`config.mk`:
```
export PLATFORM = sky130hd
export DESIGN_NAME = lif_membrane_update_flat
export DESIGN_NICKNAME = d
export VERILOG_FILES = /design/src/rtl/lif_pkg.sv /design/src/rtl/lif_membrane_update_if.sv /design/src/rtl/lif_leak_integrate.sv /design/src/rtl/lif_membrane_update.sv /design/src/flat_wrapper.sv
export SDC_FILE = /design/constraint.sdc
export NUM_CORES = 1
export LEC_CHECK = 0
export ABC_CLOCK_PERIOD_IN_PS = 2500
export BUFFER_PORTS_ARGS = -buffer_cell sky130_fd_sc_hd__buf_2
export CAP_MARGIN = 20
export CORE_ASPECT_RATIO = 1.4
export CORE_MARGIN = 2
export CORE_UTILIZATION = 50
export DETAILED_ROUTE_END_ITERATION = 12
export PLACE_DENSITY = 0.8
export SLEW_MARGIN = 15
export SYNTH_ARGS = -nofsm -noshare
export SYNTH_HDL_FRONTEND = slang
export SYNTH_SLANG_ARGS = --single-unit
```
`constraint.sdc`:
```
create_clock -name clk -period 2.5 [get_ports clk]
set_clock_uncertainty 0.2 [all_clocks]
set_input_delay 0.125 -clock clk [delete_from_list [all_inputs] [get_ports clk]]
set_output_delay 0.125 -clock clk [all_outputs]
set_load 0.005 [all_outputs]
```
`src/rtl/lif_pkg.sv`:
```
// -----------------------------------------------------------------------------
// lif_pkg
// Definitions shared across the multi-neuron LIF datapath:
//   - FSM state encoding for the membrane update block
//   - default membrane/sum width and neuron index width, also used by the
//     upstream score accumulator so both ends agree on the bus widths
// -----------------------------------------------------------------------------
package lif_pkg;

    localparam int VMEM_W_DEF = 16;
    localparam int NID_W_DEF  = 3;

    typedef enum logic [2:0] {
        ST_IDLE  = 3'd0,
        ST_LEAK  = 3'd1,
        ST_INTEG = 3'd2,
        ST_FIRE  = 3'd3,
        ST_EMIT  = 3'd4
    } lif_state_e;

endpackage

```
`src/rtl/lif_membrane_update_if.sv`:
```
// -----------------------------------------------------------------------------
// lif_membrane_update_if
// Bundles the two handshakes of the membrane update block:
//   acc_done/acc_sum/acc_nid     : finished sum from the score accumulator
//   spike_valid/spike_nid/ready  : spike event towards the downstream consumer
// Modports:
//   master : the environment (drives accumulator side, accepts spikes)
//   slave  : the membrane update block
// -----------------------------------------------------------------------------
interface lif_membrane_update_if #(
    parameter int VMEM_W = lif_pkg::VMEM_W_DEF,
    parameter int NID_W  = lif_pkg::NID_W_DEF
) ();

    logic              acc_done;
    logic [VMEM_W-1:0] acc_sum;
    logic [NID_W-1:0]  acc_nid;
    logic              spike_valid;
    logic [NID_W-1:0]  spike_nid;
    logic              spike_ready;

    modport master (
        output acc_done,
        output acc_sum,
        output acc_nid,
        output spike_ready,
        input  spike_valid,
        input  spike_nid
    );

    modport slave (
        input  acc_done,
        input  acc_sum,
        input  acc_nid,
        input  spike_ready,
        output spike_valid,
        output spike_nid
    );

endinterface

```
`src/rtl/lif_leak_integrate.sv`:
```
// -----------------------------------------------------------------------------
// lif_leak_integrate
// Purely combinational leak and saturating integrate for one membrane value.
// Ports:
//   v_in    : current membrane potential
//   sum_in  : accumulated input to integrate
//   v_leak  : v_in - (v_in >> LEAK_SHIFT); logical shift so it cannot underflow
//   v_integ : min(v_in + sum_in, 2^VMEM_W-1)
// -----------------------------------------------------------------------------
module lif_leak_integrate #(
    parameter int VMEM_W     = lif_pkg::VMEM_W_DEF,
    parameter int LEAK_SHIFT = 3
) (
    input  logic [VMEM_W-1:0] v_in,
    input  logic [VMEM_W-1:0] sum_in,
    output logic [VMEM_W-1:0] v_leak,
    output logic [VMEM_W-1:0] v_integ
);

    logic [VMEM_W:0] sum_ext;

    assign v_leak  = v_in - (v_in >> LEAK_SHIFT);

    // One extra bit catches the carry; a set carry means clamp to all-ones.
    assign sum_ext = {1'b0, v_in} + {1'b0, sum_in};
    assign v_integ = sum_ext[VMEM_W] ? {VMEM_W{1'b1}} : sum_ext[VMEM_W-1:0];

endmodule

```
`src/rtl/lif_membrane_update.sv`:
```
// -----------------------------------------------------------------------------
// lif_membrane_update
// Consumes finished sums from the score accumulator, updates the addressed
// neuron's membrane potential (leak, saturating integrate, threshold compare)
// and emits a spike event when the neuron fires.
// Ports:
//   clk, rst_n  : clock, synchronous active-low reset
//   threshold   : firing threshold, sampled in FIRE
//   clear_all   : in IDLE, zero every membrane value and the overrun flag
//   busy        : FSM is not in IDLE
//   overrun     : sticky, an acc_done pulse arrived while busy and was dropped
//   vmem_dbg    : value written back by the most recent update
//   lif_bus     : accumulator input and spike output handshakes
// Update of a sum presented in cycle T: LEAK T+1, INTEG T+2, FIRE/write-back
// at the end of T+3, spike_valid from T+4.
// -----------------------------------------------------------------------------
module lif_membrane_update
    import lif_pkg::*;
#(
    parameter int NUM_NEURONS = 8,
    parameter int NID_W       = NID_W_DEF,
    parameter int VMEM_W      = VMEM_W_DEF,
    parameter int LEAK_SHIFT  = 3,
    parameter bit RESET_SUB   = 1'b0
) (
    input  logic              clk,
    input  logic              rst_n,
    input  logic [VMEM_W-1:0] threshold,
    input  logic              clear_all,
    output logic              busy,
    output logic              overrun,
    output logic [VMEM_W-1:0] vmem_dbg,
    lif_membrane_update_if.slave lif_bus
);

    lif_state_e        state_reg;
    logic [VMEM_W-1:0] sum_reg;
    logic [NID_W-1:0]  id_reg;
    logic [VMEM_W-1:0] v_reg;
    logic              spike_valid_reg;
    logic [NID_W-1:0]  spike_nid_reg;
    logic              overrun_reg;
    logic [VMEM_W-1:0] vmem_dbg_reg;

    logic [VMEM_W-1:0] vmem_reg [NUM_NEURONS];

    logic [VMEM_W-1:0] v_leak;
    logic [VMEM_W-1:0] v_integ;
    logic              fire;
    logic [VMEM_W-1:0] wb_data;
    logic              wr_en;
    logic              clear_en;

    lif_leak_integrate #(
        .VMEM_W     (VMEM_W),
        .LEAK_SHIFT (LEAK_SHIFT)
    ) u_leak_integrate (
        .v_in    (v_reg),
        .sum_in  (sum_reg),
        .v_leak  (v_leak),
        .v_integ (v_integ)
    );

    assign fire     = (v_reg >= threshold);
    assign wr_en    = (state_reg == ST_FIRE);
    // Clear only acts in IDLE so it can never race an in-flight write-back.
    assign clear_en = (state_reg == ST_IDLE) && clear_all;

    always_comb begin
        wb_data = v_reg;
        if (fire) begin
            wb_data = RESET_SUB ? (v_reg - threshold) : '0;
        end
    end

    // Membrane register file. Capture only happens in IDLE, after any
    // previous write-back has landed, so reads never need a bypass.
    always_ff @(posedge clk) begin
        for (int i = 0; i < NUM_NEURONS; i++) begin
            if (!rst_n || clear_en) begin
                vmem_reg[i] <= '0;
            end else if (wr_en && (id_reg == NID_W'(i))) begin
                vmem_reg[i] <= wb_data;
            end
        end
    end

    always_ff @(posedge clk) begin
        if (!rst_n) begin
            state_reg       <= ST_IDLE;
            sum_reg         <= '0;
            id_reg          <= '0;
            v_reg           <= '0;
            spike_valid_reg <= 1'b0;
            spike_nid_reg   <= '0;
            overrun_reg     <= 1'b0;
            vmem_dbg_reg    <= '0;
        end else begin
            case (state_reg)
                ST_IDLE: begin
                    // Clear takes precedence: a coincident acc_done is
                    // discarded and the flag still ends up cleared.
                    if (clear_all) begin
                        overrun_reg <= 1'b0;
                    end else if (lif_bus.acc_done) begin
                        sum_reg   <= lif_bus.acc_sum;
                        id_reg    <= lif_bus.acc_nid;
                        v_reg     <= vmem_reg[lif_bus.acc_nid];
                        state_reg <= ST_LEAK;
                    end
                end
                ST_LEAK: begin
                    v_reg     <= v_leak;
                    state_reg <= ST_INTEG;
                end
                ST_INTEG: begin
                    v_reg     <= v_integ;
                    state_reg <= ST_FIRE;
                end
                ST_FIRE: begin
                    vmem_dbg_reg <= wb_data;
                    if (fire) begin
                        spike_valid_reg <= 1'b1;
                        spike_nid_reg   <= id_reg;
                        state_reg       <= ST_EMIT;
                    end else begin
                        state_reg <= ST_IDLE;
                    end
                end
                ST_EMIT: begin
                    if (lif_bus.spike_ready) begin
                        spike_valid_reg <= 1'b0;
                        state_reg       <= ST_IDLE;
                    end
                end
                default: begin
                    state_reg <= ST_IDLE;
                end
            endcase

            if ((state_reg != ST_IDLE) && lif_bus.acc_done) begin
                overrun_reg <= 1'b1;
            end
        end
    end

    assign busy                = (state_reg != ST_IDLE);
    assign overrun             = overrun_reg;
    assign vmem_dbg            = vmem_dbg_reg;
    assign lif_bus.spike_valid = spike_valid_reg;
    assign lif_bus.spike_nid   = spike_nid_reg;

endmodule

```
`src/flat_wrapper.sv`:
```
// flat-port wrapper written by rule: the top's interface ports become plain ports
module lif_membrane_update_flat import lif_pkg::*;
#(
    parameter int NUM_NEURONS = 8,
    parameter int NID_W       = NID_W_DEF,
    parameter int VMEM_W      = VMEM_W_DEF,
    parameter int LEAK_SHIFT  = 3,
    parameter bit RESET_SUB   = 1'b0
)
  (clk, rst_n, threshold, clear_all, busy, overrun, vmem_dbg, lif_bus_acc_done, lif_bus_acc_sum, lif_bus_acc_nid, lif_bus_spike_ready, lif_bus_spike_valid, lif_bus_spike_nid);
  lif_membrane_update_if #(.VMEM_W(VMEM_W), .NID_W(NID_W)) lif_bus_i ();
  input  logic clk;
  input  logic rst_n;
  input  logic [VMEM_W-1:0] threshold;
  input  logic clear_all;
  output logic busy;
  output logic overrun;
  output logic [VMEM_W-1:0] vmem_dbg;
  input wire logic [$bits(lif_bus_i.acc_done)-1:0] lif_bus_acc_done;
  input wire logic [$bits(lif_bus_i.acc_sum)-1:0] lif_bus_acc_sum;
  input wire logic [$bits(lif_bus_i.acc_nid)-1:0] lif_bus_acc_nid;
  input wire logic [$bits(lif_bus_i.spike_ready)-1:0] lif_bus_spike_ready;
  output wire logic [$bits(lif_bus_i.spike_valid)-1:0] lif_bus_spike_valid;
  output wire logic [$bits(lif_bus_i.spike_nid)-1:0] lif_bus_spike_nid;
  assign lif_bus_i.acc_done = lif_bus_acc_done;
  assign lif_bus_i.acc_sum = lif_bus_acc_sum;
  assign lif_bus_i.acc_nid = lif_bus_acc_nid;
  assign lif_bus_i.spike_ready = lif_bus_spike_ready;
  assign lif_bus_spike_valid = lif_bus_i.spike_valid;
  assign lif_bus_spike_nid = lif_bus_i.spike_nid;
  lif_membrane_update #(.NUM_NEURONS(NUM_NEURONS), .NID_W(NID_W), .VMEM_W(VMEM_W), .LEAK_SHIFT(LEAK_SHIFT), .RESET_SUB(RESET_SUB)) u_core (.clk(clk), .rst_n(rst_n), .threshold(threshold), .clear_all(clear_all), .busy(busy), .overrun(overrun), .vmem_dbg(vmem_dbg), .lif_bus(lif_bus_i));
endmodule
```
==> flow_summary_export.csv <==
group,metric,value,unit
critical_path,slowest_stage,"fa_2",
global_routing,track_usage,25.3,%
status,violations,"negative setup slack",
sta,post-route-period-util,103,%
route,route.detailed.drc,0,
critical_path,cp_num_buf_inv,1,
die,start_util,50.6,%
yosys,synth_area_leaders,"edfxtp_1 (40%), dfxtp_1 (12%), mux4_2 (7.5%)",
route,routed_via_density,5.89,
placement,dp_hpwl,17400,um
global_routing,grt_overflow,0,
yosys,yosys_warnings,0,
final_layout,fin_area,0.0122,mm^2
final_layout,finalNetCount,1151,
critical_path,start_kind,"flip-flop",
route,drt_pass1_iterations,5,
yosys,postSynth.asyncResetShare,0,%
critical_path,r2r_slack,-80,ps
sta,rsz0062_at_grt,"true",
status,status,"finished with violations",
critical_path,cpLargestDelayFamily,"compound AO/OA/AOI/OAI gates",
die,core,0.0191,mm^2
critical_path,path_max_fanout,3,
power_and_ir_drop,power_leakage,4.79,nW
route,totalWireLength,25100,um
final_layout,drive_gt1_share,28.6,%
yosys,synth_top_area_share,39.9,%
yosys,synth_common_cells,"nor2_1 (151), edfxtp_1 (128), nand2_1 (99)",
yosys,avgSynthCellArea,10.5,um^2
yosys,syn_inst,916,
min_path,worstHoldPathType,"input port to flip-flop",
yosys,synth_edf_count,128,
power_and_ir_drop,peakVddDrop,0.628,mV
critical_path,path_depth,10,
yosys,synth_top_family_by_area,"simple AND/OR/NAND/NOR gates",
yosys,post_synth_and_or_nand_nor_area_fraction,14.1,%
clocking,clock_sinks,187,
final_layout,num_antenna_cells,0,
clocking,path_clk_slew,70,ps
sta,report.final.slew_viol_count,0,
clocking,tritoncts,"yes",
sta,hold_viol,0,
flow_run,maxCapViolations,0,
global_routing,grt_pass1_vias,8000,
critical_path,slowest_delay,390,ps
yosys,yosys.area_share.adder,6.25,%
yosys,synth-xor-area-share,1.73,%
yosys,synth_largest_area_cell,"edfxtp_1",
global_routing,antenna_found_initial,0,
sta,fin_ws,-84.3,ps
critical_path,path_cells,"inv_2 -> ha_4 -> fa_2 -> nor2b_4 -> o31ai_4 -> a211o_1 -> a21oi_1 -> nor3_1 -> a2111oi_1 -> o22ai_1",
placement,gp_congestion,0.960,
yosys,yosysUniqueCellTypes,59,
clocking,cts_root_buffer,"clkbuf_16",
power_and_ir_drop,p_per_area,689,mW/mm^2
yosys,synth_compound_area_share,12.9,%
yosys,synth_most_common_cell,"nor2_1",
die,ios,62,
sta,setup_viol,46,
die,row_count,60,
route,drt-initial-drc-count,559,
route,ant_nets,0,
yosys,synth.cell_area,0.00964,mm^2
global_routing,grt_max_degree,29,
placement,dpl_cell_area,0.0109,mm^2
yosys,ys.flop_type,"edfxtp_1",
die,die_h,168,um
sta,worst_pin_slew,728,ps
clocking,cts_buffers,17,
critical_path,path_class,"flip-flop to flip-flop",
critical_path,cp.arrival,2710,ps
critical_path,worst_setup_path_end_kind,"flip-flop",
critical_path,critPathRequiredTime,2620,ps
route,vias,7799,
final_layout,area_growth,26.3,%
yosys,synth.area.mux_share,9.55,%
sta,fin_hold_ws,119,ps
min_path,hold_depth,4,
placement,place_ws,-180,ps
final_layout,largest_reg_flops,128,
clocking,htreeDepth,4,
yosys,ys_ff_latch,187,
yosys,synthesis.nets,1003,
sta,fmax,387,MHz
die,dieArea,0.0204,mm^2
sta,period_needed,2580,ps
critical_path,ff2ff_path_depth,10,
yosys,ys_seq_area_share,52.1,%
die,die_w,121,um
clocking,cts_buffer_depth,2,
route,routedWlPerCell,18.9,um
placement,io_buffers,61,
global_routing,grt_pass1_wl,40000,um
sta,relSlewSlack,51.4,%
clocking,insertion_delay,440,ps
## layout make-up
cell class,instances,area (um^2)
inverters,41,154
clock inverters,13,160
well taps,248,310
flip-flops and latches,187,5040
fillers,1396,6890
multi-input cells,643,4720
clock buffers,19,433
repair buffers,174,1360
## cell usage in the layout, fill, tap and decap left out, drive strengths merged, types with 5 or more instances in the layout
cell         count
nand2b           7
a21o             7
mux2i           20
clkinv           5
nand3            8
xnor2           12
dfxtp           59
clkbuf          19
nand2           99
dlygate4sd3     28
a21oi           62
mux4            32
o2111ai         10
o21a             7
edfxtp         128
xor2             7
nor4             5
inv             46
a211oi           5
buf            146
a31oi            9
ha              45
nor2           151
nor2b           11
nor3             9
o21ai           82
## kinds of logic after synthesis
group,after synthesis
AO/OA/AOI/OAI,210
XOR/XNOR,19
adder cells (fa/ha/maj),47
buffers and inverters,86
flip-flops,187
multiplexers,52
AND/OR/NAND/NOR,315
## worst register-to-register path: cells and delay by family (launching register included)
| kind | cells | cell delay, ps |
|---|---|---|
| compound gates | 5 | 1070 |
| fa+ha+maj | 2 | 550 |
| buf+inv | 1 | 60 |
| flops | 1 | 380 |
| simple gates | 2 | 220 |
## report_power, final
| part | switching, mW | internal [mW] |
|---|---|---|
| sequential | 0.119 | 3.50 |
| combinational | 1.15 | 0.871 |
| clock | 1.24 | 1.51 |
| total | 2.51 | 5.88 |
## layer usage
layer / GRT usage (%) / part of all wire (%)
met5: 0 / 0
met4: 11.4 / 3.5
met3: 4.07 / 4.1
met2: 46.8 / 54
met1: 28.2 / 38
## path summary, 6_finish.rpt
check	start	endpoint
max	u_core.v_reg[0]	u_core.v_reg[14]
min	lif_bus_acc_nid[1]	u_core.id_reg[1]
max reg2reg	u_core.v_reg[0]	u_core.v_reg[14]
min reg2reg	u_core.vmem_dbg[6]	u_core.vmem_dbg[6]
## through the flow
step | setup TNS, ps | std cells | util (%) | power, mW
3_3_place_gp | -1610 | 1259 | 57.0 | 5.43
3_5_place_dp | -3250 | 1259 | 57.0 | 5.48
6_report | -924 | 1325 | 63.9 | 8.39
4_1_cts | -1950 | 1323 | 63.2 | 8.35
2_1_floorplan | -26080 | 916 | - | 4.82
5_1_grt | -17400 | 1325 | 63.9 | 8.72
## timing repair
| item | 4_1_cts | 5_1_grt |
|---|---|---|
| gates cloned | 3 | 0 |
| setup endpoints to repair | 144 | 163 |
| setup buffers | 1 | 2 |
| resized for setup | 83 | 37 |
| pin swaps | 31 | 6 |
| hold endpoints to repair | 39 | 0 |
| hold buffers | 28 | 0 |
Note: power is estimated with default switching activity, not from simulation.
